[config.mk]
export PLATFORM = sky130hd
export DESIGN_NAME = neuron_spike_encoder
export DESIGN_NICKNAME = d
export VERILOG_FILES = /design/src/rtl/neuron_spike_encoder.sv
export SDC_FILE = /design/constraint.sdc
export NUM_CORES = 1
export LEC_CHECK = 0
export BUFFER_PORTS_ARGS = -buffer_cell sky130_fd_sc_hd__buf_4
export CAP_MARGIN = 20
export CORE_MARGIN = 10
export CORE_UTILIZATION = 55
export DETAILED_ROUTE_END_ITERATION = 6
export GPL_TIMING_DRIVEN = 0
export PLACE_DENSITY_LB_ADDON = 0.12
export SLEW_MARGIN = 30
export SYNTH_ARGS = -nofsm -noshare
export SYNTH_HDL_FRONTEND = slang
export SYNTH_SLANG_ARGS = --single-unit
[constraint.sdc]
create_clock -name clk -period 7.9 [get_ports clk]
set_input_delay 1.58 -clock clk [delete_from_list [all_inputs] [get_ports clk]]
set_output_delay 1.58 -clock clk [all_outputs]
set_load 0.05 [all_outputs]
[src/rtl/neuron_spike_encoder.sv]
// Spike detector, refractory filter, timestamper and event FIFO sitting behind the neuron model.
// Optional per-event inter-spike interval storage is enabled by defining NEURON_SPIKE_ISI_EN.
module neuron_spike_encoder #(
  parameter int TS_WIDTH       = 16,
  parameter int DEPTH          = 8,
  parameter int REFRACT_CYCLES = 4,
  parameter int CNT_WIDTH      = 8
) (
  input  logic                     clk,
  input  logic                     rst,
  input  logic                     en,
  input  logic                     digital_sel_in,
  output logic                     spike_pulse,
  output logic                     ev_valid,
  input  logic                     ev_ready,
  output logic [TS_WIDTH-1:0]      ev_ts,
  output logic [TS_WIDTH-1:0]      ev_isi,
  output logic [CNT_WIDTH-1:0]     drop_cnt,
  output logic [CNT_WIDTH-1:0]     ovf_cnt,
  output logic [$clog2(DEPTH):0]   fifo_level
);

  localparam int AW = $clog2(DEPTH);
  localparam int LW = AW + 1;
  localparam int RW = $clog2(REFRACT_CYCLES + 2);
  localparam logic [RW-1:0] REF_LOAD = RW'(REFRACT_CYCLES);
  localparam logic [LW-1:0] LVL_FULL = LW'(DEPTH);

  logic                 sel_q, sel_d;
  logic [TS_WIDTH-1:0]  ts_q, ts_d;
  logic [RW-1:0]        ref_cnt_q, ref_cnt_d;
  logic [CNT_WIDTH-1:0] drop_q, drop_d;
  logic [CNT_WIDTH-1:0] ovf_q, ovf_d;
  logic                 pulse_q, pulse_d;
  logic [AW-1:0]        wr_ptr_q, wr_ptr_d;
  logic [AW-1:0]        rd_ptr_q, rd_ptr_d;
  logic [LW-1:0]        level_q, level_d;
  logic [TS_WIDTH-1:0]  mem_ts_q [DEPTH];
  logic [TS_WIDTH-1:0]  mem_ts_d [DEPTH];

  logic det, accept, drop, pop, push;

`ifdef NEURON_SPIKE_ISI_EN
  logic [TS_WIDTH-1:0]  last_ts_q, last_ts_d;
  logic                 have_last_q, have_last_d;
  logic [TS_WIDTH-1:0]  mem_isi_q [DEPTH];
  logic [TS_WIDTH-1:0]  mem_isi_d [DEPTH];
  logic [TS_WIDTH-1:0]  isi_new;
`endif

  // Valid comes only from the registered level, so ev_ready never reaches ev_valid.
  assign ev_valid    = (level_q != '0);
  assign spike_pulse = pulse_q;
  assign drop_cnt    = drop_q;
  assign ovf_cnt     = ovf_q;
  assign fifo_level  = level_q;
  assign ev_ts       = ev_valid ? mem_ts_q[rd_ptr_q] : '0;
`ifdef NEURON_SPIKE_ISI_EN
  assign ev_isi      = ev_valid ? mem_isi_q[rd_ptr_q] : '0;
`else
  assign ev_isi      = '0;
`endif

  always_comb begin
    det    = en & sel_q & ~digital_sel_in;
    accept = det & (ref_cnt_q == '0);
    drop   = det & (ref_cnt_q != '0);
    pop    = ev_valid & ev_ready;
    push   = accept & ((level_q != LVL_FULL) | pop);

    sel_d     = digital_sel_in;
    ts_d      = en ? ts_q + TS_WIDTH'(1) : ts_q;
    pulse_d   = accept;
    ref_cnt_d = ref_cnt_q;
    drop_d    = drop_q;
    ovf_d     = ovf_q;
    wr_ptr_d  = wr_ptr_q;
    rd_ptr_d  = rd_ptr_q;
    level_d   = level_q;
    mem_ts_d  = mem_ts_q;

    if (accept)
      ref_cnt_d = REF_LOAD;
    else if (en && ref_cnt_q != '0)
      ref_cnt_d = ref_cnt_q - RW'(1);

    if (drop && drop_q != '1)
      drop_d = drop_q + CNT_WIDTH'(1);
    if (accept && !push && ovf_q != '1)
      ovf_d = ovf_q + CNT_WIDTH'(1);

    if (push) begin
      mem_ts_d[wr_ptr_q] = ts_q;
      wr_ptr_d           = wr_ptr_q + AW'(1);
    end
    if (pop)
      rd_ptr_d = rd_ptr_q + AW'(1);

    case ({push, pop})
      2'b10:   level_d = level_q + LW'(1);
      2'b01:   level_d = level_q - LW'(1);
      default: level_d = level_q;
    endcase
  end

`ifdef NEURON_SPIKE_ISI_EN
  // last_ts follows every accepted spike, even one that is then lost to a full FIFO.
  always_comb begin
    isi_new     = have_last_q ? ts_q - last_ts_q : '1;
    last_ts_d   = accept ? ts_q : last_ts_q;
    have_last_d = have_last_q | accept;
    mem_isi_d   = mem_isi_q;
    if (push)
      mem_isi_d[wr_ptr_q] = isi_new;
  end

  always_ff @(posedge clk or posedge rst) begin
    if (rst) begin
      last_ts_q   <= '0;
      have_last_q <= 1'b0;
      for (int i = 0; i < DEPTH; i++) mem_isi_q[i] <= '0;
    end else begin
      last_ts_q   <= last_ts_d;
      have_last_q <= have_last_d;
      mem_isi_q   <= mem_isi_d;
    end
  end
`endif

  always_ff @(posedge clk or posedge rst) begin
    if (rst) begin
      sel_q     <= 1'b1;
      ts_q      <= '0;
      ref_cnt_q <= '0;
      drop_q    <= '0;
      ovf_q     <= '0;
      pulse_q   <= 1'b0;
      wr_ptr_q  <= '0;
      rd_ptr_q  <= '0;
      level_q   <= '0;
      for (int i = 0; i < DEPTH; i++) mem_ts_q[i] <= '0;
    end else begin
      sel_q     <= sel_d;
      ts_q      <= ts_d;
      ref_cnt_q <= ref_cnt_d;
      drop_q    <= drop_d;
      ovf_q     <= ovf_d;
      pulse_q   <= pulse_d;
      wr_ptr_q  <= wr_ptr_d;
      rd_ptr_q  <= rd_ptr_d;
      level_q   <= level_d;
      mem_ts_q  <= mem_ts_d;
    end
  end

endmodule

Word level (Yosys, flattened, before mapping)
Index checks and enable logic that the tools add are counted.
{"block": "classes", "addsub": 8, "order_cmp": 3, "eq_ne": 5, "n_mux": 10, "bitwise": 10, "reduce_logical": 11}
{"op": "128-bit bitwise mux", "count": 1}
{"op": "16-bit two-way mux", "count": 4}
{"op": "16-bit binary-select mux with 3-bit select", "count": 1}
{"op": "16-bit demux with 3-bit select", "count": 1}
{"op": "16-bit by 1-bit adder with 16-bit output, second input constant", "count": 1}
{"op": "8-bit by 1-bit adder with 8-bit output, second input constant", "count": 2}
{"op": "8-bit != test, second input constant", "count": 2}
{"op": "4-bit greater-or-equal comparator, second input constant", "count": 2}
{"op": "3-bit NOT with 4-bit output", "count": 2}
{"op": "4-bit one-hot mux with 2 select lines", "count": 1}
{"op": "3-bit by 1-bit adder with 3-bit output, second input constant", "count": 2}
{"op": "1-bit AND", "count": 6}
{"op": "3-bit two-way mux", "count": 2}
{"op": "1-bit logical AND", "count": 5}
{"op": "4-bit by 1-bit adder with 4-bit output, second input constant", "count": 1}
{"op": "4-bit by 1-bit less-than comparator with 1-bit output, second input constant", "count": 1}
{"op": "4-bit != test, second input constant", "count": 1}
{"op": "2-bit nonzero test", "count": 2}
{"op": "4-bit nonzero test", "count": 1}
{"op": "4-bit by 1-bit subtractor with 4-bit output, second input constant", "count": 1}
{"op": "3-bit logical NOT", "count": 1}
{"op": "3-bit nonzero test", "count": 1}
{"op": "3-bit by 1-bit subtractor with 3-bit output, second input constant", "count": 1}
{"op": "2-bit by 1-bit equality test with 1-bit output, second input constant", "count": 1}
{"op": "4 further kinds", "count": 4}
{"block": "word_totals", "register_bits": 175, "output_inout_bits": 54, "elab_cells": 64}

Logic depth before layout (Yosys ltp)
Gate-level depths: netlist (run 1).
{"block": "depth", "word_depth": 7, "ltp_mapped": 11}

Least setup slack after synthesis (run 1)
No wires, ideal clock.
{"block": "synth_timing", "path_type": "reg2out", "startpoint": "register rd_ptr_q[2]", "endpoint": "output port ev_ts[10]", "arrival_time_ns": 1.944, "setup_slack_ns": 4.376, "path_stages_with_launch": 5, "path_buffers": 2, "path_cell_list": "dfrtp_1 > buf_1 > clkbuf_1 > mux2i_1 > nor2_1"}
{"block": "synth_between", "elab_chain_len": 5}
{"element": "start, declared", "line": "36", "text": "logic [AW-1:0] rd_ptr_q, rd_ptr_d;"}
{"element": "start signal, assigned", "line": "150", "text": "rd_ptr_q <= rd_ptr_d;"}
{"element": "3-bit NOT with 4-bit output (not written as such)", "line": "57", "text": "assign ev_ts = ev_valid ? mem_ts_q[rd_ptr_q] : '0;"}
{"element": "16-bit binary-select mux with 3-bit select", "line": "57"}
{"element": "16-bit two-way mux (not written as such) (2 in series)", "line": "57"}
{"element": "16-bit two-way mux", "line": "57"}
{"element": "end, declared", "line": "16", "text": "output logic [TS_WIDTH-1:0] ev_ts,"}
No other way between the ends. The select of a mux whose other input is x is not followed.

Final worst setup path (run 1)
{"block": "layout_timing", "startpoint": "register rd_ptr_q[2]", "endpoint": "output port ev_ts[14]"}
Same word-level chain as after synthesis.

==> results of run 1 <==
[routing by layer]
| metal | vias up | part of all wire (%) |
|---|---|---|
| met5 | - | 0 |
| met4 | 0 | 1.3 |
| met3 | 19 | 3.4 |
| met2 | 76 | 51 |
| met1 | 2540 | 44 |
| li1 | 2225 | - |
[state kept, by name (all words and copies together), names as in the netlist, 3 cells and up]
register and flops:
ref_cnt_q 3, mem_ts_q 128, fifo_level 4, rd_ptr_q 3, ovf_cnt 8, wr_ptr_q 3
drop_cnt 8, ts_q 16
[power breakdown]
part	internal [mW]	total [mW]	leakage [nW]	switching, mW
Combinational	0.305	0.813	2.08	0.508
Sequential	0.992	1.07	2.39	0.0769
Clock	0.544	0.881	0.311	0.337
[path summary, 6_finish.rpt]
kind / end / cells after the start / from / slack, ns
hold / removal: ref_cnt_q[1] / 2 / ref_cnt_q[1] / 0.49
hold reg to reg: ref_cnt_q[1] / 2 / ref_cnt_q[1] / 0.49
setup reg to reg: fifo_level[3] / 9 / fifo_level[3] / 5.26
min in group asynchronous: ovf_cnt[1] / 2 / rst / 1.22
setup / recovery: ev_ts[14] / 5 / rd_ptr_q[2] / 3.67
max in group asynchronous: mem_ts_q[70] / 3 / rst / 5.84
[cell type report]
class                      instances  area [sq um]
fill                            1115          5420
sequential                       175          4380
multi-input combinational        363          3710
clock buffer                      21           460
timing repair buffer              43           343
buffer                            56           334
tap                              188           235
clock inverter                    11           163
inverter                           9          46.3
[stage by stage]
step           setup WS (ns)  total power, mW  hold WS (ns)  setup TNS, ns  utilization (%)
2_1_floorplan           1.58             1.69         0.450              0                -
3_3_place_gp          -0.133             1.87         0.467         -21.10             59.8
3_5_place_dp            4.01             1.91         0.472              0             60.0
4_1_cts                 3.54             2.80         0.486              0             64.1
5_1_grt                 3.48             2.90         0.513              0             64.1
6_report                3.67             2.76         0.486              0             64.1
[synthesized netlist by cell type, types with 9 or more instances]
cell type,n
mux2_2,123
nor2_1,27
nand3_1,10
xnor2_1,23
mux2i_1,18
dfrtp_1,174
mux4_2,32
mux2_4,10
nand2_1,28
ha_1,9
buf_4,20
clkbuf_1,20
[worst max-delay path: cells and delay by family (launching register included)]
family / cells / cell delay [ns]
AND/OR/NAND/NOR: 1 / 0.06
multiplexers: 1 / 0.29
buffers and inverters: 3 / 1.54
flip-flops: 1 / 0.32
[cell families (layout without fill, tap and decap cells)]
kind of cell | Yosys count | count (layout)
flip-flops | 175 | 175
multiplexers | 184 | 184
AND/OR/NAND/NOR | 106 | 106
XOR/XNOR | 30 | 30
adder cells (fa/ha/maj) | 10 | 10
AO/OA/AOI/OAI | 17 | 17
buffers and inverters | 65 | 140
other | 1 | 16
==> results by group, run 1 <==
Critical path
  – Worst EP required: 6.32 ns
  – Crit-path max FO: 10
  – Worst EP arrival: 2.65 ns
  – CP endpoint kind: output port
  – Slowest cell delay on critical path: 0.78 ns
  – Crit-path cells: buf_1, clkbuf_1, mux2i_1, nor2_1, buf_4
  – WS Path Type: register to output port
  – Critical path startpoint category: register
  – Crit-path slowest cell: clkbuf_1

Finish
  – Final std cells w/o fill: 866
  – Synth-to-Final Area Change: 15.0%
  – Commonest non-fill, non-tap cell in the layout: dfrtp_1
  – Most frequent cells in the layout: 174 x dfrtp_1, 123 x mux2_2, 62 x buf_4
  – Layout cell share with drive strength beyond 1: 42.8%
  – Diode count: 0
  – Fin nets: 680
  – Post-route cell area: 9670 sq um

GRT
  – Antenna violations before repair: 0
  – Vias in the first global route: 5205
  – Total global-route track usage: 17.8%
  – Global route overflow: 0
  – GR Layer Usage met3: 3.93%
  – Gr busiest metal: met2
  – Met2 usage: 30.3%
  – First-pass GRT wire length: 28200 microns
  – Largest net degree at the start of global routing: 92
  – M1 GR Usage: 22.3%

Synthesis
  – Post-synth top flop: dfrtp_1
  – Netlist cell types: 50
  – Area share of the largest cell type after synthesis: 51.8%
  – Post-synthesis adder-cell area fraction: 1.58%
  – Number of synthesized flops with an enable pin: 0
  – Post-synthesis compound-gate area fraction: 1.18%
  – Synth Area in XOR/XNOR: 3.12%
  – Syn_area_per_cell: 14.3 sq um
  – Seq/Total Area, Yosys: 52.1%
  – Top cell type by total area after synthesis: dfrtp_1
  – Synth Register Bits: 175
  – Synth warnings: 0
  – Post-synthesis simple-gate area fraction: 8.45%
  – Post-Syn Area: 8410 sq um
  – Largest family of logic cells by synthesized area: multiplexers
  – Ys async rst share: 100%
  – Post-Syn Instances: 588
  – Post-synthesis mux area share: 29.1%
  – Synth top area cells: dfrtp_1 52%, mux2_2 16%, mux4_2 8.6%

Placement
  – DP Cell Count: 834
  – Dpl hpwl: 11500 microns
  – Dpl cell area: 9050 sq um
  – # port buffers: 42
  – Placer Congestion: 0.754

Drt
  – 1st-iter DRT viols: 362
  – DR DRC count: 0
  – Drt pass-1 iters: 6
  – Total Routed Length: 17200 microns
  – ANT nets after route: 0
  – DR WL/cell: 19.8 microns
  – Vias: 4860
  – Drt via density: 5.61

CTS
  – Clk buf depth: 2
  – Clock Pin Slew Worst Setup and Hold Paths: 0.06 ns
  – CTS root buf: clkbuf_16
  – Setup bufs post-CTS: 0
  – CTS sink cnt: 175
  – Cts repair resizes: 0
  – Hold-fix buffers, CTS: 0
  – Clk Latency, worst-skew pair: 0.42 ns
  – TritonCTS buffer count: 17
  – CTS tree: done
  – CTS H-Tree Depth: 4

Die
  – Die X: 144 microns
  – Std cell rows: 45
  – Core area: 15100 sq um
  – Die height: 144 microns
  – Initial Util: 55.7%
  – Die ar.: 20600 sq um
  – I/O Pins: 59

Timing
  – Final Hold Fails: 0
  – Final clock skew: 0.00624 ns
  – Final Slew Violations: 0
  – Slew @ Worst Pin: 0.956 ns
  – Final setup viols: 0
  – Minimum clock period: 4.23 ns
  – Slew headroom: 36.3%
  – RSZ-0062 raised after global routing: false
  – Max Clk Rate: 236 MHz
  – Crit share post-route: 53.5%

Power
  – Worst VDD drop: 0.274 mV
  – Leak: 4.78 nW
  – Power density cells: 286 nW/um^2

Flow run
  – Maxcap violations: 0

Run status
  – Outcome: completed

Worst hold path
  – Worst Hold Class: register to register
Power figures use the tool's default switching activity.
==> run 2: changes to the inputs <==
- ABC_AREA: not set -> 1
- clock period: 7.9 -> 4.3 ns (I/O delays scaled with it)
==> results by group, run 2 <==
Finish
  – Final std cells w/o fill: 1307
  – Layout cell share with drive strength beyond 1: 26.8%
  – Register with the most flip-flops: mem_ts_q
  – Commonest non-fill, non-tap cell in the layout: nand2_1
  – Fin nets: 1094
  – Most frequent cells in the layout: 185 x nand2_1, 174 x dfrtp_1, 141 x nor2_1
  – Largest register FFs: 128
  – Synth-to-Final Area Change: 15.3%
  – Final Util: 65.0%
  – Top Registers: mem_ts_q: 128 flops, ts_q: 16 flops
  – Diode count: 0
  – Post-route cell area: 10400 sq um

Timing
  – Slew @ Worst Pin: 0.612 ns
  – Max Clk Rate: 289 MHz
  – Final Slew Violations: 0
  – Minimum clock period: 3.47 ns
  – Fin Setup TNS: 0 ns
  – Final setup viols: 0
  – Final clock skew: 0.00722 ns
  – Final WS setup: 0.834 ns
  – Slew headroom: 59.2%
  – WHS: 0.455 ns
  – Final Hold Fails: 0
  – RSZ-0062 raised after global routing: false
  – Crit share post-route: 80.6%

GRT
  – Vias in the first global route: 6817
  – Total global-route track usage: 20.6%
  – Gr busiest metal: met2
  – GR Layer Usage met3: 4.73%
  – Global route overflow: 0
  – Antenna violations before repair: 0
  – First-pass GRT wire length: 35900 microns
  – Met2 usage: 33.8%
  – Largest net degree at the start of global routing: 29
  – M1 GR Usage: 27.1%

CTS
  – Setup bufs post-CTS: 0
  – Clock Pin Slew Worst Setup and Hold Paths: 0.06 ns
  – CTS sink cnt: 175
  – CTS H-Tree Depth: 4
  – Clk Latency, worst-skew pair: 0.43 ns
  – Clk buf depth: 2
  – CTS root buf: clkbuf_16
  – TritonCTS buffer count: 17
  – CTS tree: done
  – Hold-fix buffers, CTS: 0
  – Cts repair resizes: 0

Placement
  – DP Cell Count: 1276
  – # port buffers: 41
  – Dpl hpwl: 16300 microns
  – Pre-CTS WS: 1.34 ns
  – Placer Congestion: 0.850
  – Dpl cell area: 9780 sq um

Die
  – Die X: 148 microns
  – Initial Util: 56.3%
  – Die ar.: 21800 sq um
  – Die height: 148 microns
  – Std cell rows: 46
  – Core area: 15900 sq um
  – I/O Pins: 59

Synthesis
  – Seq/Total Area, Yosys: 48.8%
  – Synth Area in XOR/XNOR: 2.63%
  – Syn_area_per_cell: 9.01 sq um
  – Post-synth top flop: dfrtp_1
  – Synth Register Bits: 175
  – Post-synthesis compound-gate area fraction: 17.3%
  – Post-synthesis mux area share: 0%
  – Commonest cells in the netlist: 185 x nand2_1, 174 x dfrtp_1, 141 x nor2_1
  – Netlist cell types: 36
  – Synth warnings: 0
  – Post-Syn Area: 8980 sq um
  – Ys async rst share: 100%
  – Largest family of logic cells by synthesized area: simple AND/OR/NAND/NOR gates
  – Post-synthesis adder-cell area fraction: 1.48%
  – Most common cell in the netlist: nand2_1
  – Synth top area cells: dfrtp_1 48%, o21ai_2 8.0%, nand2_1 7.7%
  – Number of synthesized flops with an enable pin: 0
  – Post-Syn Instances: 997
  – Area share of the largest cell type after synthesis: 48.5%
  – Top cell type by total area after synthesis: dfrtp_1
  – Post-synthesis simple-gate area fraction: 21.8%

Drt
  – DR DRC count: 0
  – Drt pass-1 iters: 5
  – 1st-iter DRT viols: 481
  – Vias: 6942
  – DR WL/cell: 16.9 microns
  – Total Routed Length: 22100 microns
  – ANT nets after route: 0
  – Drt via density: 5.31

Critical path
  – Worst EP required: 3.44 ns
  – WS Path Type: register to output port
  – Worst Path Buf+Inv: 5
  – Worst Reg-to-Reg Cells: 16
  – CP top delay family: buffers and inverters
  – Slowest cell delay on critical path: 0.39 ns
  – Worst EP arrival: 2.61 ns
  – CP endpoint kind: output port
  – Critical path startpoint category: register
  – Crit-path slowest cell: dfrtp_1
  – CP Depth: 9
  – Crit-path cells: buf_2, inv_1, buf_2, buf_2, nor2_1, o22ai_1, nor2_1, nor2_1, buf_4
  – Crit-path max FO: 10

Power
  – Worst VDD drop: 0.648 mV
  – Leak: 5.07 nW
  – Logic pwr share: 46.8%
  – Sw Pwr: 3.29 mW
  – Net Sw Frac: 45.4%
  – Power density cells: 701 nW/um^2
  – Clock network power share: 21.3%
  – Total design power: 7.26 mW
  – P_int: 3.96 mW
  – Sequential Power Share: 31.9%

Worst hold path
  – Worst Hold Class: primary input to asynchronous set/reset pin

Flow run
  – Maxcap violations: 0

Run status
  – Outcome: completed
-- run 2: path summary, 6_finish.rpt --
kind | start | end | slack (ns)
worst max-delay path | rd_ptr_q[0] | ev_ts[14] | 0.83
worst min-delay path | rst | drop_cnt[7] | 0.46
worst max register to register | ref_cnt_q[0] | fifo_level[3] | 2.06
worst min register to register | ts_q[14] | ts_q[14] | 0.48
max in group asynchronous | rst | mem_ts_q[57] | 2.78
min in group clk | ts_q[14] | ts_q[14] | 0.48
-- run 2: cells by family (layout without fill, tap and decap cells) --
family          Yosys count  in the layout
buf+inv                 119            198
other cells               1             16
simple gates            429            429
flops                   175            175
xor+xnor                 27             27
fa+ha+maj                10             10
compound gates          236            236
-- run 2: metal layers --
layer  up-vias  part of all wire, %
li1       3387                    -
met1      3357                   46
met2       177                   48
met3        21                  5.4
met4         0                  1.3
met5         -                    0
-- run 2: worst register-to-register path, stage by stage, from the launching register on --
cell,delay (ns)
dfrtp_1,0.36
inv_1,0.07
ha_1,0.21
nand2_2,0.14
inv_1,0.08
nand2_1,0.10
nand3_1,0.19
inv_1,0.15
ha_1,0.28
nand2_1,0.08
nand2_1,0.04
nor2_1,0.14
nand2_1,0.06
nand2_1,0.08
nand2_1,0.05
nand2_1,0.05
nand2_1,0.04
-- run 2: cell type report --
cell class              count  area, sq um
plain buffers              69          523
clock buffers              18          429
clock inverters            13          148
fillers                  1362         5590
inverters                  50          196
multi-input cells         718         3940
flip-flops and latches    175         4380
well taps                 216          270
repair buffers             48          470
-- run 2: power by group through the flow --
stage	Clock (mW)	Combinational, mW	Sequential, mW
after global placement	0	3.32	2.33
after global routing	1.63	3.72	2.36
after CTS	1.56	3.40	2.31
after detailed placement	0	3.38	2.33
final	1.55	3.40	2.31
after floorplan	0	2.30	2.43
==> run 3: changes to the inputs <==
- clock period: 4.3 -> 3.3 ns (I/O delays scaled with it)
==> results by group, run 3 (synthesis gave the netlist of run 2 again) <==
CTS
  – CTS H-Tree Depth: 4
  – Clock Pin Slew Worst Setup and Hold Paths: 0.06 ns
  – CTS tree: done
  – CTS sink cnt: 175
  – Setup bufs post-CTS: 0
  – CTS root buf: clkbuf_16
  – Clk Latency, worst-skew pair: 0.43 ns
  – Clk buf depth: 2
  – TritonCTS buffer count: 17

Power
  – Logic pwr share: 46.9%
  – Net Sw Frac: 45.4%
  – Clock network power share: 21.3%
  – Total design power: 9.46 mW
  – Sequential Power Share: 31.9%
  – Leak: 5.07 nW
  – Power density cells: 914 nW/um^2
  – Worst VDD drop: 0.844 mV
  – P_int: 5.17 mW
  – Sw Pwr: 4.29 mW

Finish
  – Register with the most flip-flops: mem_ts_q
  – Final std cells w/o fill: 1307
  – Fin nets: 1094
  – Top Registers: mem_ts_q: 128 flops, ts_q: 16 flops
  – Most frequent cells in the layout: 185 x nand2_1, 174 x dfrtp_1, 141 x nor2_1
  – Post-route cell area: 10400 sq um
  – Largest register FFs: 128
  – Commonest non-fill, non-tap cell in the layout: nand2_1
  – Diode count: 0
  – Layout cell share with drive strength beyond 1: 26.9%
  – Synth-to-Final Area Change: 15.4%

Placement
  – Placer Congestion: 0.850
  – Dpl cell area: 9780 sq um
  – Dpl hpwl: 16300 microns
  – # port buffers: 41
  – DP Cell Count: 1276

Die
  – Die ar.: 21800 sq um
  – Die height: 148 microns
  – Core area: 15900 sq um
  – Die X: 148 microns
  – Std cell rows: 46
  – Initial Util: 56.3%
  – I/O Pins: 59

Critical path
  – Worst EP arrival: 2.53 ns
  – Critical path startpoint category: register
  – WS Path Type: register to output port
  – Worst EP required: 2.64 ns
  – Crit-path max FO: 10
  – R2r setup slk: 1.06 ns
  – CP endpoint kind: output port

Drt
  – Drt via density: 5.32
  – ANT nets after route: 0
  – 1st-iter DRT viols: 467
  – Total Routed Length: 22100 microns
  – DR WL/cell: 16.9 microns
  – DR DRC count: 0
  – Vias: 6952
  – Drt pass-1 iters: 5

Timing
  – Final Slew Violations: 0
  – Minimum clock period: 3.19 ns
  – Final setup viols: 0
  – Max Clk Rate: 313 MHz
  – RSZ-0062 raised after global routing: false
  – Final clock skew: 0.00767 ns
  – Fin Setup TNS: 0 ns
  – Slew headroom: 58.9%
  – Crit share post-route: 96.7%
  – Slew @ Worst Pin: 0.617 ns
  – Final Hold Fails: 0

Flow run
  – Maxcap violations: 0

GRT
  – Antenna violations before repair: 0
  – Global route overflow: 0
  – Vias in the first global route: 6817
  – Total global-route track usage: 20.6%
  – Largest net degree at the start of global routing: 29
  – First-pass GRT wire length: 35900 microns

Run status
  – Outcome: completed

Worst hold path
  – Worst Hold Class: primary input to asynchronous set/reset pin
## run 3: cell types whose count changed in the layout (fill, tap and decap cells not counted), sizes merged
cell / previous run / this run
buf: 103 / 102
clkbuf: 32 / 33
## run 3: area by class of cell
class                           instances  area (sq um)
Sequential cell                       175          4380
Timing Repair Buffer                   48           470
Tap cell                              216           270
Fill cell                            1363          5580
Clock buffer                           18           429
Clock inverter                         13           148
Buffer                                 69           527
Inverter                               50           196
Multi-Input combinational cell        718          3940
## run 3: path summary, 6_finish.rpt
check                                from            end  cells after the start
setup / recovery              rd_ptr_q[0]      ev_ts[13]                      9
hold / removal                        rst    drop_cnt[7]                      2
setup reg to reg             ref_cnt_q[0]  fifo_level[3]                     16
hold reg to reg                  ts_q[14]       ts_q[14]                      2
max in group asynchronous             rst        ts_q[7]                      6
min in group clk           digital_sel_in          sel_q                      1
## run 3: power groups by stage
stage / Sequential, mW / Clock, mW / Combinational, mW
2_1_floorplan: 3.17 / 0 / 2.99
6_report: 3.02 / 2.01 / 4.43
5_1_grt: 3.08 / 2.12 / 4.85
3_5_place_dp: 3.04 / 0 / 4.41
3_3_place_gp: 3.03 / 0 / 4.33
4_1_cts: 3.01 / 2.03 / 4.44
## run 3: repair_timing
item	CTS	global route
hold buffers	0	0
hold endpoints to repair	0	0
endpoints found under the setup margin	0	2
resized for setup	0	3
## run 3: per-stage QoR
stage / setup WS (ns) / util, % / hold slack (ns)
3_3_place_gp: -0.762 / 60.3 / 0.459
5_1_grt: 0.0544 / 65.0 / 0.274
6_report: 0.110 / 65.0 / 0.256
4_1_cts: 0.0754 / 65.0 / 0.264
3_5_place_dp: 0.535 / 61.3 / 0.464
2_1_floorplan: 0.177 / - / 0.449
## run 3: worst max-delay path, cell delays in order, from the launching register on
cell      delay, ns
dfrtp_1        0.40
buf_2          0.21
inv_1          0.09
buf_2          0.21
clkbuf_4       0.30
nor2_1         0.07
o22ai_1        0.26
nor2_1         0.08
nor2_1         0.24
buf_4          0.25
## run 3: routing by layer
metal / wire (microns) / GRT usage (%) / vias to the layer above
met3: 1270 / 4.73 / 28
met2: 10500 / 33.8 / 177
met1: 9960 / 27.1 / 3364
li1: - / - / 3383
met4: 324 / 4.96 / 0
met5: 0 / 0 / -
